### src/rtl/unidad_busqueda_if.sv
// unidad_busqueda_if: memory, redirect and decode-side handshake signals of the fetch unit
interface unidad_busqueda_if;
  logic [31:0] dir;
  logic [31:0] instr_mem;
  logic        salto_valido;
  logic [31:0] dir_salto;
  logic        listo;
  logic [31:0] instr_out;
  logic [31:0] pc_out;
  logic        valido;
  logic        alto;
  logic        falla;
  logic [15:0] num_entregadas;
  modport master (
    output dir, instr_out, pc_out, valido, alto, falla, num_entregadas,
    input  instr_mem, salto_valido, dir_salto, listo
  );
  modport slave (
    input  dir, instr_out, pc_out, valido, alto, falla, num_entregadas,
    output instr_mem, salto_valido, dir_salto, listo
  );
endinterface

### src/rtl/unidad_busqueda.sv
// unidad_busqueda: instruction-fetch sequencer with one-entry valid/ready output stage,
// redirects, end-of-memory halt and sticky misaligned/out-of-range redirect fault
module unidad_busqueda #(
  parameter int PC_INICIAL = 0,
  parameter int LIMITE_MEM = 256
) (
  input logic clk,
  input logic reset,
  unidad_busqueda_if.master bus
);
  typedef enum logic [1:0] {BUSCAR, FIN, FALLA} estado_t;
  estado_t     r_estado, w_estado;
  logic [31:0] r_pc, w_pc;
  logic [31:0] r_instr, w_instr;
  logic [31:0] r_pc_out, w_pc_out;
  logic        r_valido, w_valido;
  logic        r_alto, w_alto;
  logic        r_falla, w_falla;
  logic [15:0] r_cnt;
  logic        w_xfer, w_carga, w_mala;
  assign w_xfer  = r_valido && bus.listo;
  assign w_carga = !r_valido || bus.listo;
  assign w_mala  = (|bus.dir_salto[1:0]) || (bus.dir_salto >= 32'(LIMITE_MEM));
  always_ff @(posedge clk) begin
    if (reset) begin
      r_estado <= BUSCAR;
      r_pc     <= 32'(PC_INICIAL);
      r_instr  <= '0;
      r_pc_out <= '0;
      r_valido <= 1'b0;
      r_alto   <= 1'b0;
      r_falla  <= 1'b0;
      r_cnt    <= '0;
    end else begin
      r_estado <= w_estado;
      r_pc     <= w_pc;
      r_instr  <= w_instr;
      r_pc_out <= w_pc_out;
      r_valido <= w_valido;
      r_alto   <= w_alto;
      r_falla  <= w_falla;
      r_cnt    <= r_cnt + 16'(w_xfer);
    end
  end
  // Redirect outranks loading; a transfer in the redirect cycle is still counted above
  always_comb begin
    w_estado = r_estado;
    w_pc     = r_pc;
    w_instr  = r_instr;
    w_pc_out = r_pc_out;
    w_valido = r_valido;
    w_alto   = r_alto;
    w_falla  = r_falla;
    if (r_estado == FALLA) begin
      w_valido = 1'b0;
      w_falla  = 1'b1;
    end else if (bus.salto_valido) begin
      w_valido = 1'b0;
      if (w_mala) begin
        w_estado = FALLA;
        w_falla  = 1'b1;
      end else begin
        w_pc     = bus.dir_salto;
        w_alto   = 1'b0;
        w_estado = BUSCAR;
      end
    end else if (r_estado == BUSCAR && w_carga) begin
      w_instr  = bus.instr_mem;
      w_pc_out = r_pc;
      w_valido = 1'b1;
      w_pc     = r_pc + 32'd4;
      if (r_pc == 32'(LIMITE_MEM - 4)) begin
        w_estado = FIN;
        w_alto   = 1'b1;
      end
    end else if (r_estado == FIN && w_xfer) begin
      w_valido = 1'b0;
    end
  end
  assign bus.dir            = r_pc;
  assign bus.instr_out      = r_instr;
  assign bus.pc_out         = r_pc_out;
  assign bus.valido         = r_valido;
  assign bus.alto           = r_alto;
  assign bus.falla          = r_falla;
  assign bus.num_entregadas = r_cnt;
endmodule

### src/flat_wrapper.sv
// flat-port wrapper written by rule: the top's interface ports become plain ports
module unidad_busqueda_flat 
#(
  parameter int PC_INICIAL = 0,
  parameter int LIMITE_MEM = 256
)
  (clk, reset, bus_dir, bus_instr_out, bus_pc_out, bus_valido, bus_alto, bus_falla, bus_num_entregadas, bus_instr_mem, bus_salto_valido, bus_dir_salto, bus_listo);
  unidad_busqueda_if bus_i ();
  input logic clk;
  input logic reset;
  output wire logic [$bits(bus_i.dir)-1:0] bus_dir;
  output wire logic [$bits(bus_i.instr_out)-1:0] bus_instr_out;
  output wire logic [$bits(bus_i.pc_out)-1:0] bus_pc_out;
  output wire logic [$bits(bus_i.valido)-1:0] bus_valido;
  output wire logic [$bits(bus_i.alto)-1:0] bus_alto;
  output wire logic [$bits(bus_i.falla)-1:0] bus_falla;
  output wire logic [$bits(bus_i.num_entregadas)-1:0] bus_num_entregadas;
  input wire logic [$bits(bus_i.instr_mem)-1:0] bus_instr_mem;
  input wire logic [$bits(bus_i.salto_valido)-1:0] bus_salto_valido;
  input wire logic [$bits(bus_i.dir_salto)-1:0] bus_dir_salto;
  input wire logic [$bits(bus_i.listo)-1:0] bus_listo;
  assign bus_dir = bus_i.dir;
  assign bus_instr_out = bus_i.instr_out;
  assign bus_pc_out = bus_i.pc_out;
  assign bus_valido = bus_i.valido;
  assign bus_alto = bus_i.alto;
  assign bus_falla = bus_i.falla;
  assign bus_num_entregadas = bus_i.num_entregadas;
  assign bus_i.instr_mem = bus_instr_mem;
  assign bus_i.salto_valido = bus_salto_valido;
  assign bus_i.dir_salto = bus_dir_salto;
  assign bus_i.listo = bus_listo;
  unidad_busqueda #(.PC_INICIAL(PC_INICIAL), .LIMITE_MEM(LIMITE_MEM)) u_core (.clk(clk), .reset(reset), .bus(bus_i));
endmodule
### config.mk
export PLATFORM = sky130hd
export DESIGN_NAME = unidad_busqueda_flat
export DESIGN_NICKNAME = d
export VERILOG_FILES = /design/src/rtl/unidad_busqueda_if.sv /design/src/rtl/unidad_busqueda.sv /design/src/flat_wrapper.sv
export SDC_FILE = /design/constraint.sdc
export NUM_CORES = 1
export LEC_CHECK = 0
export CAP_MARGIN = 20
export CORE_MARGIN = 8
export CORE_UTILIZATION = 48
export DETAILED_ROUTE_END_ITERATION = 10
export GPL_TIMING_DRIVEN = 0
export PLACE_DENSITY = 0.95
export SLEW_MARGIN = 20
export SYNTH_ARGS = -nofsm -noshare
export SYNTH_HDL_FRONTEND = slang
export SYNTH_SLANG_ARGS = --single-unit
### constraint.sdc
create_clock -name clk -period 4.1 [get_ports clk]
set_clock_uncertainty 0.2 [all_clocks]
set_input_delay 0.82 -clock clk [delete_from_list [all_inputs] [get_ports clk]]
set_output_delay 0.82 -clock clk [all_outputs]
set_load 0.02 [all_outputs]
# Yosys cells after proc, flatten, opt, wreduce, memory -nomap -nowiden
# Cells that the tools add are included.
[totals] register_bits=117 output_inout_bits=115
[classes] addsub=2 magnitude_cmp=1 eq_ne=4 mux=16 bitwise_logic=2 n_reduce_logical=19
[ops] operator="two-way mux 32 bit" count=3
[ops] operator="adder 32 x 3 -> 32 bit, second input constant" count=1
[ops] operator="equality test 32 x 8 -> 1 bit, second input constant" count=1
[ops] operator="greater-or-equal comparator 32 x 9 -> 1 bit, second input constant" count=1
[ops] operator="adder 16 x 1 -> 16 bit" count=1
[ops] operator="nonzero test 2 bit" count=5
[ops] operator="two-way mux 1 bit" count=9
[ops] operator="AND reduction 3 bit" count=3
[ops] operator="two-way mux 2 bit" count=4
[ops] operator="AND reduction 4 bit" count=1
[ops] operator="logical AND 1 bit" count=3
[ops] operator="OR reduction 3 bit" count=1
[ops] operator="equality test 2 x 1 -> 1 bit, second input constant" count=1
[ops] operator="equality test 2 bit, second input constant" count=1
[ops] operator="zero test 2 bit" count=1
[ops] operator="logical OR 1 bit" count=2
[ops] operator="!= test 2 bit, second input constant" count=1
[ops] operator="NOT 1 bit" count=2
[ops] operator="AND reduction 2 bit" count=1
[ops] operator="OR reduction 2 bit" count=1
[ops] operator="zero test 1 bit" count=1

# Logic depth before layout (Yosys ltp)
[depth] word_depth=5 ltp_mapped=9 ltp_nobuf=9

# Least setup slack after synthesis
# No wires, ideal clock.
[synth_timing] kind="input port to flip-flop" from="input port bus_salto_valido" to="register u_core.r_pc[22], in the netlist u_core.bus.dir[22]" setup_time_ns=0.135 arrival_ns=2.332 required_time_ns=3.765 setup_slack_ns=1.433 stages=6 n_path_buf=3 path_cell_list="clkbuf_1 -> or4_2 -> clkbuf_1 -> clkbuf_1 -> o311ai_0 -> o21ai_0"
[synth_between] elab_chain_len=2 elab_cells_between_ends=4
[synth_rtl] item="start: declaration" line="flat_wrapper.sv:19" source="input wire logic [$bits(bus_i.salto_valido)-1:0] bus_salto_valido;"
[synth_rtl] item="!= test 2 bit (no line) / nonzero test 2 bit (equally long branches)"
[synth_rtl] item="AND reduction 3 bit (no line)"
[synth_rtl] item="end signal: assignment" line="unidad_busqueda.sv:27" source="r_pc <= 32'(PC_INICIAL);"
[synth_rtl] item="end signal: assignment" line="unidad_busqueda.sv:36" source="r_pc <= w_pc;"
[synth_rtl] item="end: declaration" line="unidad_busqueda.sv:13" source="logic [31:0] r_pc, w_pc;"
# Parallel ways exist; a longest one is shown, timed or not.
# A chain may end at the register's enable or synchronous reset.

# Final worst setup path
[layout_timing] from="input port bus_dir_salto[20]" to="register u_core.r_pc[13], in the netlist u_core.bus.dir[13]"
[layout_between] elab_chain_len=4
[layout_rtl] item="start: declaration" line="flat_wrapper.sv:20" source="input wire logic [$bits(bus_i.dir_salto)-1:0] bus_dir_salto;"
[layout_rtl] item="greater-or-equal comparator 32 x 9 -> 1 bit" line="unidad_busqueda.sv:23" source="assign w_mala = (|bus.dir_salto[1:0]) || (bus.dir_salto >= 32'(LIMITE_MEM));"
[layout_rtl] item="logical OR 1 bit" line="unidad_busqueda.sv:23"
[layout_rtl] item="!= test 2 bit (no line)"
[layout_rtl] item="AND reduction 3 bit (no line)"
# Every way passes these cells.

==> run summary <==
First-pass GRT wire length = 27880 um
CTS-repair resized insts = 0
First element of the critical path = bus_dir_salto[20]
Fill count = 710
Slew @ Worst Pin = 832.3 ps
DIE AREA = 14030 um^2
Timing endpoint of the critical path = u_core.bus.dir[13]$_SDFFE_PP0P_
Final number of setup-violating endpoints = 0
Final Net Count = 905
Synth top area share = 0.4647
Root buf cell = sky130_fd_sc_hd__clkbuf_8
Share of synthesized registers carrying an async set or reset = 0
Routability-driven placement congestion ratio = 0.9289
CTS tree = yes
Worst hold-check slack = 251.4 ps
Vias in the first global route = 5482
Area added between synthesis and finish = 50.07%
CP Data Arrival Time = 3310 ps
Initial antenna violation count = 0
Cell type with the highest aggregate area in the netlist = sky130_fd_sc_hd__dfxtp_1
Vias per inst = 5.839
Worst-Skew Late Latency = 510 ps
Startpoint of the worst register-to-register path = u_core.bus.dir[9]$_SDFFE_PP0P_
Reg-to-reg slack, setup = 1420 ps
Commonest register cell after synthesis = sky130_fd_sc_hd__dfxtp_1
Yosys reg bits = 117
Mean instance size in the synthesized netlist = 7.949 um^2
Number of synthesis warnings = 0
Pwr per Cell Area = 380.5 nW/um^2
Number of CTS-inserted buffers = 17
Max capacitance violation total = 0
Detailed-routing iteration count for the pre-antenna-repair pass = 7
EDFF count, synth = 0
Cell depth of the worst setup path = 8
Area of the core = 10280 um^2
Peak VDD IR = 0.2421 mV
Starting Density = 0.4904
Deepest level of the CTS H-tree = 4
Count of cell types in the netlist = 61
Slowest cell on the critical path = sky130_fd_sc_hd__nor4_4
Startpoint Class = input pin
Min cycle time layout = 3072 ps
Total number of vias = 5734
Post-route setup slack = 1028 ps
Total nets after synthesis = 705
Number of max-slew violations in the final report = 0
Highest attainable clock frequency = 325.5 MHz
Number of clock sinks = 117
Total leakage power = 2.644 nW
Global Route Usage Sum = 0.2420
Hold-fix buffers, CTS = 0
Kind of end point of the critical path = flop
WL/cell = 17.79 um
Clock tree buffer depth = 2
Buffers inserted during post-CTS setup optimization = 0
Std cell rows = 37
Length in cells of the worst reg-to-reg path = 6
Netlist Area Pre-Place = 5040 um^2
Count of routing violations after the opening detailed-route iteration = 990
Worst EP required = 4330 ps
Setup repair after global routing missed its margin = false
Slew headroom = 0.4400
Sequential cell area fraction in the yosys report = 0.4647
Final hold violations = 0
Gate count after technology mapping = 634
Setup tns final = 0 ps
CP Class = in2reg
Remaining number of nets flagged by the antenna check after routing = 0
Total wire length = 17470 um
# port buffers = 181
CP peak stage delay = 560 ps
Worst-path maximum fanout = 10
Family of cells with the greatest summed delay on the critical path = simple AND/OR/NAND/NOR gates
Worst setup timing slack at the placement stage = 591.7 ps
Share of layout cells above drive strength 1 = 0.06501
Worst min-delay path class = reg2reg
# IOs = 183
Outcome = complete, no violations
Reg clk slew, reported paths = 60 ps
Height of the chip = 118.5 um
Leftover overflow at the end of global routing = 0
HPWL reported at the end of detailed placement = 12420 um
Endpoint of the worst register-to-register path = u_core.bus.dir[27]$_SDFFE_PP0P_
Diodes inserted = 0
Leading cell types by total area after synthesis = sky130_fd_sc_hd__dfxtp_1 46%, sky130_fd_sc_hd__nand2_1 12%, sky130_fd_sc_hd__a21oi_1 8.9%
Die span in x = 118.5 um
Count of buffer and inverter cells on the critical path = 2
Pin count of the biggest net entering global routing = 17
Ordered cell list for the critical path = clkdlybuf4s50_1 -> nor4_1 -> nand4_1 -> nor4_4 -> a21oi_2 -> or2_0 -> clkbuf_1 -> o21ai_0
Fin crit share = 0.7493
Residual DRC = 0
power by group:
part	internal, mW	switching (mW)
Sequential	1.17	0.0304
Clock	0.811	0.525
Combinational	0.156	0.185
cell usage in the layout, fill, tap and decap left out, types with 3 or more instances in the layout:
| cell type | n |
|---|---|
| sky130_fd_sc_hd__a211oi_1 | 4 |
| sky130_fd_sc_hd__a21oi_1 | 90 |
| sky130_fd_sc_hd__a22oi_1 | 4 |
| sky130_fd_sc_hd__a311oi_1 | 3 |
| sky130_fd_sc_hd__a31oi_1 | 7 |
| sky130_fd_sc_hd__and2_1 | 7 |
| sky130_fd_sc_hd__and3_1 | 5 |
| sky130_fd_sc_hd__buf_1 | 5 |
| sky130_fd_sc_hd__buf_6 | 3 |
| sky130_fd_sc_hd__clkbuf_1 | 27 |
| sky130_fd_sc_hd__clkbuf_16 | 16 |
| sky130_fd_sc_hd__clkbuf_8 | 4 |
| sky130_fd_sc_hd__clkdlybuf4s50_1 | 182 |
| sky130_fd_sc_hd__clkinv_2 | 6 |
| sky130_fd_sc_hd__clkinvlp_4 | 3 |
| sky130_fd_sc_hd__dfxtp_1 | 117 |
| sky130_fd_sc_hd__ha_1 | 3 |
| sky130_fd_sc_hd__inv_1 | 6 |
| sky130_fd_sc_hd__nand2_1 | 157 |
| sky130_fd_sc_hd__nand2b_1 | 3 |
| sky130_fd_sc_hd__nand3_1 | 20 |
| sky130_fd_sc_hd__nand4_1 | 10 |
| sky130_fd_sc_hd__nor2_1 | 32 |
| sky130_fd_sc_hd__nor2b_1 | 5 |
| sky130_fd_sc_hd__nor3_1 | 12 |
| sky130_fd_sc_hd__nor3b_1 | 3 |
| sky130_fd_sc_hd__nor4_1 | 16 |
| sky130_fd_sc_hd__o21ai_0 | 26 |
| sky130_fd_sc_hd__o22ai_1 | 4 |
| sky130_fd_sc_hd__o31ai_1 | 5 |
| sky130_fd_sc_hd__or2_2 | 3 |
| sky130_fd_sc_hd__or3_1 | 8 |
| sky130_fd_sc_hd__xnor2_1 | 5 |
| sky130_fd_sc_hd__xor2_1 | 6 |
cell families after synthesis:
family,share of synthesized area
and+or+nand+nor,0.2753
AOI/OAI and AO/OA,0.1805
DFF,0.4647
buffers and inverters,0.04866
xor gates and xnor gates,0.01912
adders and majority gates,0.007449
muxes,0.004220
worst min-delay path by stage:
stage | from | endpoint | slack (ps) | cells past startpoint
floorplan | u_core.r_estado[1]$_SDFFE_PP0P_ | u_core.r_estado[1]$_SDFFE_PP0P_ | 320 | 2
global placement | u_core.bus.instr_out[20]$_SDFFE_PP0P_ | u_core.bus.instr_out[20]$_SDFFE_PP0P_ | 240 | 2
detailed placement | u_core.bus.pc_out[27]$_SDFFE_PP0P_ | u_core.bus.pc_out[27]$_SDFFE_PP0P_ | 250 | 2
CTS | u_core.bus.pc_out[27]$_SDFFE_PP0P_ | u_core.bus.pc_out[27]$_SDFFE_PP0P_ | 250 | 2
global route | u_core.bus.instr_out[10]$_SDFFE_PP0P_ | u_core.bus.instr_out[10]$_SDFFE_PP0P_ | 260 | 2
finish | u_core.bus.instr_out[10]$_SDFFE_PP0P_ | u_core.bus.instr_out[10]$_SDFFE_PP0P_ | 250 | 2
worst min-delay path: cells and delay by family (launching register included):
kind / cells / cell delay, ps
flip-flops: 1 / 310
AO/OA/AOI/OAI: 1 / 50
AND/OR/NAND/NOR: 1 / 50
final cells by class:
type                            instances  area, um^2  area share
Tap cell                              136       170.2     0.02250
Sequential cell                       117        2342      0.3097
Buffer                                 42       222.7     0.02945
Clock inverter                         13       108.9     0.01439
Multi-Input combinational cell        469        2457      0.3249
Timing Repair Buffer                  181        1812      0.2395
Inverter                                6       22.52    0.002978
Clock buffer                           18       427.9     0.05658
cell usage after synthesis (2+ instances only):
cell type and count:
sky130_fd_sc_hd__a211o_1 2, sky130_fd_sc_hd__a211oi_1 5, sky130_fd_sc_hd__a21oi_1 90, sky130_fd_sc_hd__a22oi_1 4, sky130_fd_sc_hd__a311oi_1 3, sky130_fd_sc_hd__a31oi_1 7
sky130_fd_sc_hd__and2_1 7, sky130_fd_sc_hd__and3_1 5, sky130_fd_sc_hd__buf_1 5, sky130_fd_sc_hd__buf_6 3, sky130_fd_sc_hd__clkbuf_1 27, sky130_fd_sc_hd__clkbuf_8 2
sky130_fd_sc_hd__dfxtp_1 117, sky130_fd_sc_hd__ha_1 3, sky130_fd_sc_hd__inv_1 6, sky130_fd_sc_hd__nand2_1 157, sky130_fd_sc_hd__nand2b_1 3, sky130_fd_sc_hd__nand3_1 20
sky130_fd_sc_hd__nand4_1 10, sky130_fd_sc_hd__nor2_1 32, sky130_fd_sc_hd__nor2b_1 5, sky130_fd_sc_hd__nor3_1 12, sky130_fd_sc_hd__nor3b_1 3, sky130_fd_sc_hd__nor4_1 16
sky130_fd_sc_hd__o211a_1 2, sky130_fd_sc_hd__o211ai_1 2, sky130_fd_sc_hd__o21ai_0 26, sky130_fd_sc_hd__o22ai_1 4, sky130_fd_sc_hd__o31ai_1 5, sky130_fd_sc_hd__or2_2 3
sky130_fd_sc_hd__or3_1 8, sky130_fd_sc_hd__or4_2 2, sky130_fd_sc_hd__xnor2_1 5, sky130_fd_sc_hd__xor2_1 6
flip-flops by register name, indices dropped and copies added, names as in the netlist:
register / flops
u_core.bus.dir: 32
u_core.bus.instr_out: 32
u_core.bus.pc_out: 32
u_core.bus.num_entregadas: 16
u_core.r_estado: 2
u_core.bus.alto: 1
u_core.bus.falla: 1
u_core.bus.valido: 1
metrics by stage:
step	cell area (um^2)	power, mW	cells	util
CTS	7559	2.884	982	0.7355
finish	7564	2.878	982	0.7359
global placement	7022	1.551	951	0.6832
detailed placement	7022	1.557	951	0.6832
global route	7564	2.972	982	0.7359
floorplan	5040	1.376	634	-
per-layer routing:
| metal | up-vias | track usage | wire length, um |
|---|---|---|---|
| met5 | - | 0 | 0 |
| met4 | 0 | 0.1194 | 795 |
| met3 | 103 | 0.09662 | 2296 |
| met2 | 448 | 0.3915 | 7919 |
| met1 | 2559 | 0.2736 | 6462 |
| li1 | 2624 | - | - |
No activity file was read; power rests on OpenSTA's default activity.
